File: src/rtl/machine_ctl.sv
// Instruction-cycle controller for the 8-phase CPU: aligns an 8-step sequencer
// to the clock generator's fetch strobe and decodes registered datapath strobes.
module machine_ctl #(
    parameter bit RESYNC_EN  = 1'b1,
    parameter bit WAIT_FETCH = 1'b1
) (
    input  logic       clk,
    input  logic       reset,
    input  logic       fetch,
    input  logic [2:0] opcode,
    input  logic       zero,
    output logic       inc_pc,
    output logic       load_pc,
    output logic       load_acc,
    output logic       rd,
    output logic       wr,
    output logic       load_ir,
    output logic       datactl_ena,
    output logic       halt,
    output logic [2:0] step,
    output logic       running,
    output logic       sync_err
);

    // state  | meaning
    // IDLE   | waiting for alignment to fetch after reset
    // RUN    | sequencer stepping 0..7, strobes decoded per step
    // HALTED | HLT executed; only halt asserted until reset
    typedef enum logic [1:0] {
        IDLE   = 2'd0,
        RUN    = 2'd1,
        HALTED = 2'd2
    } state_t;

    localparam logic [2:0] OP_HLT = 3'd0;
    localparam logic [2:0] OP_SKZ = 3'd1;
    localparam logic [2:0] OP_ADD = 3'd2;
    localparam logic [2:0] OP_AND = 3'd3;
    localparam logic [2:0] OP_XOR = 3'd4;
    localparam logic [2:0] OP_LDA = 3'd5;
    localparam logic [2:0] OP_STO = 3'd6;
    localparam logic [2:0] OP_JMP = 3'd7;

    // Strobe vector bit positions
    localparam int B_INC_PC   = 7;
    localparam int B_LOAD_PC  = 6;
    localparam int B_LOAD_ACC = 5;
    localparam int B_RD       = 4;
    localparam int B_WR       = 3;
    localparam int B_LOAD_IR  = 2;
    localparam int B_DATACTL  = 1;
    localparam int B_HALT     = 0;

    localparam logic [7:0] STRB_HALTED = 8'b0000_0001;

    state_t     state, state_nxt;
    logic [2:0] step_r, step_nxt;
    logic       fetch_q;
    logic       rise;
    logic       err_r, err_nxt;
    logic [7:0] strb_r, strb_nxt;

    function automatic logic [7:0] decode(input logic [2:0] s,
                                          input logic [2:0] op,
                                          input logic       z);
        logic [7:0] v;
        logic       alu;
        v   = '0;
        alu = (op == OP_ADD) || (op == OP_AND) || (op == OP_XOR) || (op == OP_LDA);
        case (s)
            3'd0: begin
                v[B_RD]      = 1'b1;
                v[B_LOAD_IR] = 1'b1;
            end
            3'd1: begin
                v[B_INC_PC]  = 1'b1;
                v[B_RD]      = 1'b1;
                v[B_LOAD_IR] = 1'b1;
            end
            3'd2: v = '0;
            3'd3: begin
                v[B_INC_PC] = 1'b1;
                v[B_HALT]   = (op == OP_HLT);
            end
            3'd4: begin
                v[B_RD]      = alu;
                v[B_DATACTL] = (op == OP_STO);
                v[B_LOAD_PC] = (op == OP_JMP);
            end
            3'd5: begin
                v[B_RD]       = alu;
                v[B_LOAD_ACC] = alu;
                v[B_DATACTL]  = (op == OP_STO);
                v[B_WR]       = (op == OP_STO);
                v[B_LOAD_PC]  = (op == OP_JMP);
                v[B_INC_PC]   = (op == OP_JMP) || ((op == OP_SKZ) && z);
            end
            3'd6: begin
                v[B_RD]      = alu;
                v[B_DATACTL] = (op == OP_STO);
            end
            3'd7: v[B_INC_PC] = (op == OP_SKZ) && z;
            default: v = '0;
        endcase
        return v;
    endfunction

    assign rise = fetch & ~fetch_q;

    always_ff @(posedge clk) begin
        if (reset) begin
            state   <= IDLE;
            step_r  <= 3'd0;
            fetch_q <= 1'b0;
            err_r   <= 1'b0;
            strb_r  <= '0;
        end else begin
            state   <= state_nxt;
            step_r  <= step_nxt;
            fetch_q <= fetch;
            err_r   <= err_nxt;
            strb_r  <= strb_nxt;
        end
    end

    always_comb begin
        state_nxt = state;
        step_nxt  = step_r;
        err_nxt   = err_r;
        strb_nxt  = '0;
        case (state)
            IDLE: begin
                if (rise || !WAIT_FETCH) begin
                    state_nxt = RUN;
                    step_nxt  = 3'd0;
                    strb_nxt  = decode(3'd0, opcode, zero);
                end
            end
            RUN: begin
                // halt is only ever set during step 3 of HLT
                if (strb_r[B_HALT]) begin
                    state_nxt = HALTED;
                    step_nxt  = 3'd0;
                    strb_nxt  = STRB_HALTED;
                end else begin
                    if (rise && (step_r != 3'd7)) begin
                        err_nxt  = 1'b1;
                        step_nxt = RESYNC_EN ? 3'd0 : step_r + 3'd1;
                    end else begin
                        step_nxt = step_r + 3'd1;
                    end
                    strb_nxt = decode(step_nxt, opcode, zero);
                end
            end
            HALTED: begin
                step_nxt = 3'd0;
                strb_nxt = STRB_HALTED;
            end
            default: begin
                state_nxt = IDLE;
                step_nxt  = 3'd0;
            end
        endcase
    end

    assign inc_pc      = strb_r[B_INC_PC];
    assign load_pc     = strb_r[B_LOAD_PC];
    assign load_acc    = strb_r[B_LOAD_ACC];
    assign rd          = strb_r[B_RD];
    assign wr          = strb_r[B_WR];
    assign load_ir     = strb_r[B_LOAD_IR];
    assign datactl_ena = strb_r[B_DATACTL];
    assign halt        = strb_r[B_HALT];
    assign step        = step_r;
    assign running     = (state == RUN);
    assign sync_err    = err_r;

endmodule

File: config.mk
export PLATFORM = sky130hd
export DESIGN_NAME = machine_ctl
export DESIGN_NICKNAME = d
export VERILOG_FILES = /design/src/rtl/machine_ctl.sv
export SDC_FILE = /design/constraint.sdc
export NUM_CORES = 1
export LEC_CHECK = 0
export CAP_MARGIN = 20
export CORE_MARGIN = 2
export CORE_UTILIZATION = 25
export DETAILED_ROUTE_END_ITERATION = 12
export HOLD_SLACK_MARGIN = 0.06
export PLACE_DENSITY = 0.5
export SYNTH_ARGS = -nofsm -noshare
export SYNTH_HDL_FRONTEND = slang
export SYNTH_SLANG_ARGS = --single-unit
export TNS_END_PERCENT = 1
File: constraint.sdc
create_clock -name clk -period 1.5 [get_ports clk]
set_input_delay 0.225 -clock clk [delete_from_list [all_inputs] [get_ports clk]]
set_output_delay 0.225 -clock clk [all_outputs]
set_load 0.01 [all_outputs]
== Yosys cells after proc, flatten, opt, wreduce, memory -nomap -nowiden ==
Cells that the tools add are included.

* Flip-flop bits (word level): 15
* Input port bits: 7
* Output and inout port bits: 13

* $add $sub $neg: 1
* Eq/ne operators: 18
* Multiplexer cells: 20
* Bitwise logic cells: 4
* Reductions and logical operators: 15

{| class="wikitable"
|+ Operator list
! kind !! count
|-
| $eq A3 B3 Y1 const B || 8
|-
| $pmux W8 S3 || 1
|-
| $mux W3 || 5
|-
| $eq A3 B2 Y1 const B || 3
|-
| $mux W8 || 1
|-
| $eq A3 B1 Y1 const B || 2
|-
| $logic_not A3 Y1 || 2
|-
| $mux W1 || 6
|-
| $pmux W2 S3 || 1
|-
| $pmux W3 S2 || 1
|-
| $reduce_and A3 Y1 || 2
|-
| $reduce_or A2 Y1 || 3
|-
| $mux W5 || 1
|-
| $logic_or A1 B1 Y1 || 4
|-
| $mux W2 || 2
|-
| $add A3 B1 Y3 const B || 1
|-
| $ne A3 B3 Y1 const B || 1
|-
| $not A1 Y1 || 3
|-
| $pmux W1 S3 || 1
|-
| $reduce_or A3 Y1 || 1
|-
| $eq A2 B1 Y1 const B || 1
|-
| $eq A2 B2 Y1 const B || 1
|-
| $logic_and A1 B1 Y1 || 2
|-
| $logic_not A2 Y1 || 1
|-
| other kinds (4) || 4
|}

== Logic depth before layout (Yosys ltp) ==
* Word-level depth: 11
* Gate-level depth with buffers: 6
* Depth with buffers taken out: 5

== Least setup slack after synthesis ==
OpenSTA, ideal clock, no wires.

* Path type: reg2reg
* Start point: register step_r[0], in the netlist step[0]
* End point: register strb_r[0]
* Library setup time: 0.059 ns
* Arrival: 1.628 ns
* Required time: 1.441 ns
* Setup slack: -0.187 ns
* Stages on the path, launching flop included: 6
* Path buffers: 0
* Period minus slack after synthesis: 1.687 ns
* Cell sequence: dfxtp_1 > ha_1 > ha_1 > or4_1 > nor3_2 > a41o_1

* Cells in the longest elaborated chain, start to end: 9

{| class="wikitable"
|+ RTL lines
! item !! line !! text
|-
| start, declared || 57 || <nowiki>logic [2:0] step_r, step_nxt;</nowiki>
|-
| start signal, assigned || 119 || <nowiki>step_r <= step_nxt;</nowiki>
|-
| branches (longest 2 deep; another with $add A3 B1 Y3) || -- ||
|-
| $mux W3 (*) || 146 || <nowiki>if (rise && (step_r != 3'd7)) begin</nowiki>
|-
| $mux W3 (*) || 141 || <nowiki>if (strb_r[B_HALT]) begin</nowiki>
|-
| $mux W3 (*) || 131 || <nowiki>case (state)</nowiki>
|-
| $eq A3 B2 Y1 (*) || 70 || <nowiki>case (s)</nowiki>
|-
| $mux W1 (*) || 70 ||
|-
| $mux W8 (*) || 141 ||
|-
| $pmux W8 S3 (*) || 131 ||
|-
| end signal, assigned || 122 || <nowiki>strb_r <= strb_nxt;</nowiki>
|-
| end, declared || 61 || <nowiki>logic [7:0] strb_r, strb_nxt;</nowiki>
|}

Every way passes the cells marked *. The select of a mux whose other input is x is not followed.
A chain may end at the register's enable or synchronous reset.

== Worst setup path in the final report ==
Ends and elaborated chain as after synthesis.

==> flow_metrics.env <==
export IMPL_cp_depth=5
export IMPL_ys_flop_type="dfxtp_1"
export IMPL_viasPerCell=4.500
export IMPL_p_leak_nw=0.4283
export IMPL_grt_pass1_vias=572
export IMPL_routed_wl_um=1541
export IMPL_finalSetupViolCount=1
export IMPL_ys_ff_latch=15
export IMPL_critPathMaxStageDelay_ps=420
export IMPL_critPathBufInv=0
export IMPL_hold_viol=0
export IMPL_yosysUniqueCellTypes=32
export IMPL_die_area_sq_mm=0.003194
export IMPL_insertion_delay_ps=280
export IMPL_place_gp_congestion=0.7188
export IMPL_hp_class="reg -> reg"
export IMPL_antenna_found_initial=0
export IMPL_cts_htree_levels=1
export IMPL_critPathTopFamily="simple AND/OR/NAND/NOR gates"
export IMPL_cts_path_max_buffers=2
export IMPL_firstDrtPassIters=5
export IMPL_placementRows=19
export IMPL_crit_slowest_cell="or4_4"
export IMPL_grt_setup_unrepaired="yes"
export IMPL_cts_sinks=15
export IMPL_violations="setup timing"
export IMPL_drc=0
export IMPL_synth_edf_count=0
export IMPL_async_flop_share_pct=0
export IMPL_path_clk_slew_ps=80
export IMPL_place_inst=130
export IMPL_fin_util_pct=39.45
export IMPL_worst_pin_slew_ps=383.8
export IMPL_path_common_cell="ha_4"
export IMPL_r2r_setup_slack_ps=-3
export IMPL_avgSynthCellArea_sq_um=9.849
export IMPL_ant_nets=0
export IMPL_instances_no_fill=134
export IMPL_syn_inst=70
export IMPL_skew_ps=0.5884
export IMPL_grt_max_degree=9
export IMPL_cts_setup_buffers=0
export IMPL_port_buffers=19
export IMPL_relSlewSlack_pct=74.14
export IMPL_fin_nets=113
export IMPL_r2r_start="step[0]$_SDFFE_PP0N_"
export IMPL_crit_end="strb_r[0]$_SDFF_PP0_"
export IMPL_dp_hpwl_um=1215
export IMPL_critical_path_class="reg -> reg"
export IMPL_post_route_cells_drive_above_1_share_pct=32.04
export IMPL_synth_fp_nets=79
export IMPL_cp_max_fo=2
export IMPL_cts_tree="built"
export IMPL_hold_buffers=0
export IMPL_cp_start_kind="flip-flop"
export IMPL_synth_top_cell_by_area="dfxtp_1"
export IMPL_num_vias=603
export IMPL_coreArea_sq_mm=0.002686
export IMPL_worst_slack_ps=-3.396
export IMPL_max_clock_freq_ghz=0.6652
export IMPL_r2r_end="strb_r[0]$_SDFF_PP0_"
export IMPL_yosysWarnings=0
export IMPL_cp_arrival_ps=1720
export IMPL_wl_per_cell_um=11.50
export IMPL_final_max_slew_viol_count=0
export IMPL_gr_total_overflow=0
export IMPL_required_ps=1720
export IMPL_yosysSeqAreaShare_pct=43.56
export IMPL_synth_area_leaders="dfxtp_1 (44%), nand3_1 (4.4%), a21oi_1 (3.6%)"
export IMPL_hold_worst_slack_ps=501.2
export IMPL_cts_root_buf="clkbuf_4"
export IMPL_max_cap_viol_count=0
export IMPL_fin_crit_ps=1503
export IMPL_drt_iter0_markers=13
export IMPL_cp_end_kind="flip-flop"
export IMPL_cts_buffers=3
export IMPL_io_pins=20
export IMPL_outcome="complete, but fails checks"
export IMPL_ir_drop_mv=0.3461
export IMPL_diodes=0
export IMPL_grt_total_usage_pct=11.13
export IMPL_grt_pass1_wl_um=2746
export IMPL_finalCritPeriodShare_pct=100.2
export IMPL_syn2layout_area_growth_pct=53.72
export IMPL_synth_top_area_share_pct=43.56
export IMPL_crit_path_start="step[0]$_SDFFE_PP0N_"
export IMPL_fp_dieW_um=56.52
export IMPL_netlist_area_sq_um=689.4
export IMPL_crit_chain="ha_4 -> ha_4 -> or4_4 -> nor3_2 -> a41o_1"
export IMPL_fp_dieH_um=56.52
export IMPL_reg2reg_depth=5
export IMPL_powerDensity_mw_per_mm2=751.4
export IMPL_start_util_pct=25.66
cells in the final DEF, fill, tap and decap left out, drive strengths merged, types with 2 or more instances in the layout:
cell / count
clkdlybuf4s50: 16
dfxtp: 15
buf: 12
nand3: 7
a21oi: 5
clkbuf: 5
nand2: 4
inv: 3
nor3b: 3
nor2: 3
o21ai: 3
nand2b: 2
nor2b: 2
ha: 2
or2b: 2
nor3: 2
nor4b: 2
per-layer routing:
metal	global-route usage, %	wire, um	up-vias
met5	0	0	-
met4	6.122	17	0
met3	2.765	82	2
met2	14.62	657	12
met1	16.24	783	271
li1	-	-	318
cell families (layout without fill, tap and decap cells):
group                      Yosys count  count (layout)  share of synthesized area (%)
AOI/OAI and AO/OA                   13              13                          13.07
xor gates and xnor gates             1               1                          1.271
adders and majority gates            2               2                          3.629
buffers and inverters                5              38                          3.085
DFF                                 15              15                          43.56
and+or+nand+nor                     34              34                          35.39
cell type report:
| type | instances | area, sq um |
|---|---|---|
| inverters | 3 | 11.26 |
| clock buffers | 4 | 26.28 |
| fillers | 272 | 1627 |
| flip-flops and latches | 15 | 307.8 |
| well taps | 31 | 38.79 |
| multi-input cells | 50 | 399.1 |
| repair buffers | 31 | 276.5 |
power by group:
group	leakage [nW]	internal [W]	switching (W)
sequential	0.124	0.000411	0.00000634
combinational	0.289	0.0000850	0.0000682
clock	0.0150	0.000103	0.000122
total	0.428	0.000599	0.000197
worst min path at each step:
stage | from | end | slack (ps) | cells past startpoint
3_3_place_gp | sync_err$_SDFFE_PP0P_ | sync_err$_SDFFE_PP0P_ | 480 | 1
4_1_cts | sync_err$_SDFFE_PP0P_ | sync_err$_SDFFE_PP0P_ | 510 | 1
3_5_place_dp | sync_err$_SDFFE_PP0P_ | sync_err$_SDFFE_PP0P_ | 480 | 1
5_1_grt | step[2]$_SDFFE_PP0N_ | step[2]$_SDFFE_PP0N_ | 530 | 2
6_report | sync_err$_SDFFE_PP0P_ | sync_err$_SDFFE_PP0P_ | 500 | 1
2_1_floorplan | opcode[0] | strb_r[3]$_SDFF_PP0_ | 300 | 1
Yosys cell counts, types with 2 or more instances:
cell and n:
dfxtp_1 15, ha_1 2, inv_1 3, a21oi_1 5, nand2b_1 2, nor2_1 3, nor2b_1 2, nand2_1 4
nand3_1 6, o21ai_0 3, nor3b_1 3, buf_2 2
registers in the layout (all words and copies together) (netlist names):
name and count:
fetch_q 1, state 2, step 3, strb_r 8
sync_err 1
stage by stage:
step	power [W]	setup TNS, ps	area, sq um	worst slack, ps
CTS	0.0008079	-1.037	1060	-1.037
detailed placement	0.0005819	-424.6	1028	-83.23
floorplan	0.0005022	0	719.4	12.01
global route	0.0008448	-61.88	1060	-40.47
finish	0.0007963	-3.396	1060	-3.396
global placement	0.0005821	-360.6	1028	-66.02
timing repair:
action                     in CTS  in global routing
pin swaps                       0                  0
gates cloned                    0                  0
gates resized for setup         5                  4
setup endpoints to repair       8                  5
(Power assumes the default switching activity.)
